File: src/rtl/fb_read_scanner.sv
// Raster read scanner: walks a synchronous-read frame buffer in linear order with
// programmable blanking and realigns returned RAM data into a flagged pixel stream.
module fb_read_scanner #(
    parameter int ADDR_WIDTH = 19,
    parameter int DATA_WIDTH = 8,
    parameter int H_ACTIVE   = 640,
    parameter int H_BLANK    = 160,
    parameter int V_ACTIVE   = 480,
    parameter int V_BLANK    = 45,
    parameter int RD_LATENCY = 1
) (
    input  logic                  p_clk,
    input  logic                  arst_p_n,
    input  logic                  enable,
    output logic                  rd_en,
    output logic [ADDR_WIDTH-1:0] rd_addr,
    input  logic [DATA_WIDTH-1:0] rd_data,
    output logic                  pix_de,
    output logic                  pix_sof,
    output logic                  pix_eol,
    output logic [DATA_WIDTH-1:0] pix_data,
    output logic                  busy
);

    localparam int H_TOTAL = H_ACTIVE + H_BLANK;
    localparam int V_TOTAL = V_ACTIVE + V_BLANK;
    localparam int H_W     = $clog2(H_TOTAL + 1);
    localparam int V_W     = $clog2(V_TOTAL + 1);

    localparam logic [H_W-1:0] H_LAST = H_W'(H_TOTAL - 1);
    localparam logic [H_W-1:0] H_ACT  = H_W'(H_ACTIVE);
    localparam logic [H_W-1:0] H_EOL  = H_W'(H_ACTIVE - 1);
    localparam logic [H_W-1:0] H_ONE  = H_W'(1);
    localparam logic [V_W-1:0] V_LAST = V_W'(V_TOTAL - 1);
    localparam logic [V_W-1:0] V_ACT  = V_W'(V_ACTIVE);
    localparam logic [V_W-1:0] V_ONE  = V_W'(1);
    localparam logic [ADDR_WIDTH-1:0] ADDR_ONE = ADDR_WIDTH'(1);

    localparam logic [0:0] S_IDLE = 1'b0;
    localparam logic [0:0] S_SCAN = 1'b1;

    logic [0:0]            state;
    logic [H_W-1:0]        h_cnt;
    logic [V_W-1:0]        v_cnt;
    logic [RD_LATENCY-1:0] de_pipe;
    logic [RD_LATENCY-1:0] sof_pipe;
    logic [RD_LATENCY-1:0] eol_pipe;

    assign rd_en = (state == S_SCAN) && (h_cnt < H_ACT) && (v_cnt < V_ACT);
    assign busy  = (state == S_SCAN);

    // Enable is only consulted in IDLE and at the last blanking cycle of a frame.
    always_ff @(posedge p_clk or negedge arst_p_n) begin
        if (!arst_p_n) begin
            state   <= S_IDLE;
            h_cnt   <= '0;
            v_cnt   <= '0;
            rd_addr <= '0;
        end else if (state == S_IDLE) begin
            h_cnt   <= '0;
            v_cnt   <= '0;
            rd_addr <= '0;
            if (enable) begin
                state <= S_SCAN;
            end
        end else begin
            if (rd_en) begin
                rd_addr <= rd_addr + ADDR_ONE;
            end
            if (h_cnt == H_LAST) begin
                h_cnt <= '0;
                if (v_cnt == V_LAST) begin
                    v_cnt   <= '0;
                    rd_addr <= '0;
                    if (!enable) begin
                        state <= S_IDLE;
                    end
                end else begin
                    v_cnt <= v_cnt + V_ONE;
                end
            end else begin
                h_cnt <= h_cnt + H_ONE;
            end
        end
    end

    // Flags travel alongside the RAM read so they meet rd_data at the last stage.
    always_ff @(posedge p_clk or negedge arst_p_n) begin
        if (!arst_p_n) begin
            de_pipe  <= '0;
            sof_pipe <= '0;
            eol_pipe <= '0;
            pix_de   <= 1'b0;
            pix_sof  <= 1'b0;
            pix_eol  <= 1'b0;
            pix_data <= '0;
        end else begin
            de_pipe[0]  <= rd_en;
            sof_pipe[0] <= rd_en && (h_cnt == '0) && (v_cnt == '0);
            eol_pipe[0] <= rd_en && (h_cnt == H_EOL);
            for (int i = 1; i < RD_LATENCY; i++) begin
                de_pipe[i]  <= de_pipe[i-1];
                sof_pipe[i] <= sof_pipe[i-1];
                eol_pipe[i] <= eol_pipe[i-1];
            end
            pix_de   <= de_pipe[RD_LATENCY-1];
            pix_sof  <= sof_pipe[RD_LATENCY-1];
            pix_eol  <= eol_pipe[RD_LATENCY-1];
            pix_data <= de_pipe[RD_LATENCY-1] ? rd_data : '0;
        end
    end

endmodule

File: config.mk
export PLATFORM = sky130hd
export DESIGN_NAME = fb_read_scanner
export DESIGN_NICKNAME = d
export VERILOG_FILES = /design/src/rtl/fb_read_scanner.sv
export SDC_FILE = /design/constraint.sdc
export NUM_CORES = 1
export LEC_CHECK = 0
export CORE_MARGIN = 2
export CORE_UTILIZATION = 55
export DETAILED_ROUTE_END_ITERATION = 7
export PLACE_DENSITY_LB_ADDON = 0.3
export SYNTH_ARGS = -nofsm -noshare
export SYNTH_HDL_FRONTEND = slang
export SYNTH_SLANG_ARGS = --single-unit
export TNS_END_PERCENT = 20
File: constraint.sdc
create_clock -name p_clk -period 3.45 [get_ports p_clk]
set_input_delay 0.69 -clock p_clk [delete_from_list [all_inputs] [get_ports p_clk]]
set_output_delay 0.69 -clock p_clk [all_outputs]
set_load 0.02 [all_outputs]
==> reports/metrics.csv, run 1 <==
stage,metric,value,unit
global_routing,track_usage,0.232,
power_and_ir_drop,ir_worst_vdd,0.225,mV
clocking,cts_setup_buffers,0,
synthesis,synth_cells,255,
sta,setup_viol,0,
global_routing,grt_pass1_wl,9.66,mm
drt,ant_nets,0,
floorplan,die_x,73.5,um
drt,vias_per_cell,6.04,
power_and_ir_drop,power_density,319,nW/um2
sta,slew_viol_final,0,
critical_path,critical_path.endpoint_type,output pin,
synthesis,yosys.cell_count.top_type,dfrtp_1,
drt,wl_per_cell,15.6,um
place,place_area,3120,um2
floorplan,top_level_ports,43,
clocking,clock_sink_count,54,
critical_path,critPathRequiredTime,2.76,ns
finish,layout.cells.non_filler,352,
sta,worstMarginPinSlew,0.880,ns
power_and_ir_drop,p_sw_frac,0.205,
sta,slew_headroom,0.413,
sta,fin_crit,2.76,ns
critical_path,crit_arrival,2.07,ns
place,dp.cells,346,
clocking,clockRootBuffer,clkbuf_8,
synthesis,yosysWarnings,0,
power_and_ir_drop,power_switching,0.000209,W
drt,vias,2126,
critical_path,crit_fanout,7,
place,dp_slack,1.00,ns
floorplan,start_util,0.566,
synthesis,ys_ff_latch,54,
sta,period_share,0.800,
critical_path,worstSetupStartpointType,flip-flop,
place,hpwl,3.96,mm
run,max_cap_violations,0,
sta,rsz0062_at_grt,false,
synthesis,synth_top_cell_by_area,dfrtp_1,
global_routing,grt_antenna_before_repair,0,
global_routing,grt_max_degree,42,
finish,fin_area,3210,um2
floorplan,row_count,25,
place,io_buffers,42,
sta,max_freq,0.362,GHz
synthesis,yosys-top-cells-area,"dfrtp_1 (51%), a21oi_1 (3.0%), nand3_1 (2.8%)",
clocking,cts_resized,0,
hold_path,min_path_type,reg2reg,
floorplan,die_h,73.5,um
drt,drt-initial-drc-count,169,
clocking,numCtsBuffers,5,
critical_path,path_class,reg2out,
finish,num_antenna_cells,0,
run_status,status,"finished, final reports clean",
synthesis,synth.top_cell.area_share,0.509,
sta,finClkSkew,0.0101,ns
synthesis,yosys.cell_types.count,46,
clocking,cts_tree,built,
clocking,cts_hold_buf,0,
power_and_ir_drop,combPwrFrac,0.042,
floorplan,core_area,4690,um2
synthesis,synth_ff_type,dfrtp_1,
power_and_ir_drop,seq_power_share,0.624,
drt,post-route-drc-count,0,
synthesis,synth_edf_count,0,
finish,area_growth,20.7,%
sta,final.setup.worst_slack,0.691,ns
synthesis,synth-seq-area-share,0.509,
synthesis,synth_common_cells,"dfrtp_1 (54), nor2_1 (18), a21oi_1 (16), nand3_1 (15), nand2_1 (13)",
synthesis,avgSynthCellArea,10.4,um2
power_and_ir_drop,p_int,0.000813,W
finish,fin_nets,315,
place,place_congestion,0.852,
clocking,clockBufferDepth,2,
power_and_ir_drop,pwr-share-clk,0.334,
sta,finalHoldViolCount,0,
global_routing,grt_pass1_vias,2073,
clocking,htree_levels,2,
synthesis,async_flop_share,1.00,
synthesis,synth_nets,271,
global_routing,overflow,0,
finish,n_fill_cell,391,
sta,tns,0,ns
clocking,path_clk_slew,0.09,ns
clocking,worstSkewPairLatency,0.30,ns
finish,seqCellArea,1350,um2
drt,drt_first_pass_iters,4,
finish,multi_input_area,1220,um2
finish,drive_gt1_frac,0.0772,
drt,routed_wl,5.49,mm
floorplan,dieArea,5400,um2
critical_path,regToRegSetupSlack,1.37,ns
power_and_ir_drop,leakage,1.29,nW
synthesis,netlist_area,2660,um2
[power groups by stage]
| stage | logic, W | registers [W] | clock network [W] |
|---|---|---|---|
| after floorplan | 0.00000333 | 0.000657 | 0 |
| after global placement | 0.0000438 | 0.000651 | 0 |
| after detailed placement | 0.0000445 | 0.000651 | 0 |
| after CTS | 0.0000447 | 0.000638 | 0.000352 |
| after global routing | 0.0000483 | 0.000639 | 0.000379 |
| final | 0.0000432 | 0.000638 | 0.000341 |
[final cells by class]
type                    instances  area share
clock buffers                   6      0.0258
inverters                       9      0.0105
multi-input cells             183       0.382
flip-flops and latches         54       0.422
well taps                      54      0.0211
repair buffers                 46       0.139
[worst paths after layout]
path | start | end | cells past startpoint
worst max register to register | v_cnt[0]$_DFFE_PN0P_ | v_cnt[9]$_DFFE_PN0P_ | 7
worst max-delay path | h_cnt[7]$_DFF_PN0_ | rd_en | 4
max in group asynchronous | arst_p_n | v_cnt[7]$_DFFE_PN0P_ | 2
min in group asynchronous | arst_p_n | rd_addr[10]$_DFF_PN0_ | 1
worst min-delay path | eol_pipe$_DFF_PN0_ | pix_eol$_DFF_PN0_ | 0
worst min register to register | eol_pipe$_DFF_PN0_ | pix_eol$_DFF_PN0_ | 0
[cell usage in the layout (no fill, tap or decap), types with 6 or more instances in the layout]
cell / n
or3_1: 8
xor2_1: 7
o21ai_0: 8
inv_1: 9
and2_1: 10
nand3_1: 15
a21oi_1: 16
clkbuf_8: 6
or4_1: 9
and3_1: 7
nand2_1: 13
clkdlybuf4s50_1: 41
nor2_1: 18
dfrtp_1: 54
o31ai_1: 9
nand4_1: 11
[sequential cells by signal, summed over array words and instances (netlist names)]
signal,cells
rd_addr,19
h_cnt,10
v_cnt,10
pix_data,8
busy,1
de_pipe,1
eol_pipe,1
pix_de,1
pix_eol,1
pix_sof,1
sof_pipe,1
[cells by family (layout without fill, tap and decap cells)]
logic type / Yosys count / after routing / synth area share
muxes: 1 / 1 / 0.00377
AOI/OAI and AO/OA: 47 / 47 / 0.114
xor gates and xnor gates: 12 / 12 / 0.0396
adders and majority gates: 5 / 5 / 0.0236
and+or+nand+nor: 118 / 118 / 0.280
buffers and inverters: 18 / 61 / 0.0301
DFF: 54 / 54 / 0.509
[per-stage QoR]
stage / power, W / util / hold WS, ns
floorplan: 0.000661 / - / 0.331
global route: 0.00107 / 0.683 / 0.375
finish: 0.00102 / 0.683 / 0.358
global placement: 0.000694 / 0.666 / 0.336
CTS: 0.00103 / 0.683 / 0.359
detailed placement: 0.000695 / 0.666 / 0.339
[routing by layer]
layer	share of wire	routed length [um]	track usage
met1	0.43	2380	0.293
met2	0.50	2730	0.387
met3	0.050	276	0.0494
met4	0.019	104	0.0990
met5	0	0	0
[critical path: stages (launching register included)]
cell and delay, ns:
dfrtp_1 0.50, o21ai_4 0.29, nand3_1 0.23, inv_1 0.13, clkdlybuf4s50_1 0.62
No activity file was read; power rests on OpenSTA's default activity.
==> inputs of run 2 (changes only) <==
Settings changed: CORE_UTILIZATION 55 to 48.
Clock period 3.45 ns to 2.4 ns, I/O delays scaled along.
==> reports/metrics.csv, run 2 (synthesis gave the netlist of run 1 again) <==
stage,metric,value,unit,change
global_routing,track_usage,0.190,,-0.0425
sta,final.setup.worst_slack,0.0939,ns,-0.597 ns
finish,largest_register_ffs,19,,unchanged
hold_path,min_path_type,in2async,,
finish,mostFrequentLayoutCells,"dfrtp_1 (54), clkdlybuf4s50_1 (41), nor2_1 (18)",,
clocking,cts_hold_buf,0,,unchanged
clocking,htree_levels,2,,unchanged
critical_path,critPathRequiredTime,1.92,ns,-0.84 ns
global_routing,overflow,0,,unchanged
critical_path,path_class,reg2out,,
power_and_ir_drop,leakage,1.31,nW,+1.7%
run,max_cap_violations,0,,unchanged
clocking,clockRootBuffer,clkbuf_8,,
clocking,clock_sink_count,54,,unchanged
drt,drt_first_pass_iters,5,,+1
drt,vias_per_cell,5.66,,-6.2%
clocking,path_clk_slew,0.09,ns,about the same
clocking,worstSkewPairLatency,0.31,ns,about the same
sta,fin_crit,2.31,ns,
sta,max_freq,0.434,GHz,
sta,finalHoldViolCount,0,,unchanged
clocking,cts_setup_buffers,1,,+1
drt,post-route-drc-count,0,,unchanged
sta,finClkSkew,0.00824,ns,-0.00186 ns
clocking,cts_resized,0,,unchanged
clocking,clockBufferDepth,2,,unchanged
place,place_area,3170,um2,+1.4%
critical_path,endpoint,rd_en,,
finish,post-route-util,0.601,,-0.0826
power_and_ir_drop,power_density,458,nW/um2,+44%
finish,n_fill_cell,464,,+19%
place,hpwl,3.79,mm,-4.4%
floorplan,top_level_ports,43,,unchanged
floorplan,start_util,0.488,,-0.0778
floorplan,die_x,78.4,um,+6.7%
sta,period_share,0.961,,
run_status,status,"finished, final reports clean",,
critical_path,worstSetupStartpointType,flip-flop,,
floorplan,dieArea,6140,um2,+14%
place,place_congestion,0.780,,-8.4%
power_and_ir_drop,ir_worst_vdd,0.248,mV,+10%
place,io_buffers,42,,unchanged
sta,setup_viol,0,,unchanged
floorplan,die_h,78.4,um,+6.7%
power_and_ir_drop,p_total,0.00150,W,+46%
sta,slew_headroom,0.551,,+0.137
finish,top_regs,"rd_addr (19), h_cnt (10), v_cnt (10)",,
critical_path,setup.worst_path.start,h_cnt[7]$_DFF_PN0_,,
finish,fin_nets,319,,+1.3%
finish,area_growth,23.0,%,
drt,wl_per_cell,14.5,um,-7.1%
global_routing,grt_max_degree,55,,+31%
critical_path,crit_fanout,7,,unchanged
sta,tns,0,ns,unchanged
finish,top_register,rd_addr,,
drt,routed_wl,5.44,mm,-0.78%
place,dp_slack,0.313,ns,-0.688 ns
sta,worstMarginPinSlew,0.674,ns,-0.206 ns
critical_path,worstReg2RegStart,h_cnt[0]$_DFF_PN0_,,
finish,fin_area,3270,um2,+1.9%
critical_path,regToRegSetupSlack,0.37,ns,-1.00 ns
finish,drive_gt1_frac,0.0921,,+0.0149
floorplan,row_count,27,,+8.0%
drt,ant_nets,0,,unchanged
critical_path,crit_arrival,1.83,ns,-0.24 ns
clocking,numCtsBuffers,5,,unchanged
sta,slew_viol_final,0,,unchanged
critical_path,critical_path.endpoint_type,output pin,,
global_routing,grt_pass1_vias,1985,,-4.2%
global_routing,grt_pass1_wl,9.31,mm,-3.6%
finish,num_antenna_cells,0,,unchanged
drt,vias,2130,,+0.19%
clocking,cts_tree,built,,
global_routing,grt_antenna_before_repair,0,,unchanged
drt,drt-initial-drc-count,105,,-38%
critical_path,rr_worst_depth,6,,-1
critical_path,r2r_end,busy$_DFF_PN0_,,
finish,final_common_cell,dfrtp_1,,
floorplan,core_area,5440,um2,+16%
sta,rsz0062_at_grt,false,,
==> run 2: cell count changes in the layout (fill, tap and decap cells not counted), sizes merged <==
cell | previous run | this run
clkbuf | 6 | 7
buf | 5 | 9
clkinv | 0 | 1
==> run 2: worst min-delay path by stage <==
| stage | depth (start not counted) | slack (ns) | end | startpoint |
|---|---|---|---|---|
| floorplan | 0 | 0.18 | busy$_DFF_PN0_ | arst_p_n |
| global placement | 0 | 0.33 | pix_sof$_DFF_PN0_ | sof_pipe$_DFF_PN0_ |
| detailed placement | 0 | 0.34 | pix_eol$_DFF_PN0_ | eol_pipe$_DFF_PN0_ |
| CTS | 2 | 0.31 | rd_addr[8]$_DFF_PN0_ | arst_p_n |
| global route | 2 | 0.36 | rd_addr[8]$_DFF_PN0_ | arst_p_n |
| finish | 2 | 0.28 | pix_data[6]$_DFF_PN0_ | arst_p_n |
==> run 2: final cells by class <==
class	count	area, um2	share of cell area
sequential	54	1350	0.414
multi-input combinational	183	1220	0.375
timing repair buffer	50	475	0.146
tap	72	90.1	0.0276
clock buffer	7	86.3	0.0264
inverter	9	33.8	0.0103
clock inverter	1	5.00	0.00153
==> run 2: per-stage QoR <==
| stage | hold WS (ns) | instances |
|---|---|---|
| after global routing | 0.356 | 376 |
| after floorplan | 0.184 | 255 |
| after detailed placement | 0.340 | 367 |
| final | 0.278 | 376 |
| after global placement | 0.334 | 367 |
| after CTS | 0.306 | 376 |
==> run 2: where the power goes <==
group,switching [W],leakage [nW],internal [W]
sequential,0.00000165,0.691,0.000916
combinational,0.0000319,0.568,0.0000292
clock,0.000285,0.0482,0.000233
total,0.000319,1.31,0.00118
==> run 2: worst max-delay path, stage by stage (launching register included) <==
cell	delay, ns
dfrtp_1	0.51
o21ai_4	0.21
nand3_1	0.11
inv_1	0.08
clkdlybuf4s50_1	0.61
==> run 2: routing by layer <==
metal,track usage,share of wire
met1,0.247,0.46
met2,0.323,0.50
met5,0,0
met3,0.0402,0.033
met4,0.0509,0.0094
==> inputs of run 3 (changes only) <==
Settings changed: TNS_END_PERCENT 20 to 30.
==> results of run 3 <==
The final DEF is identical to that of run 2; final timing and power are the same.
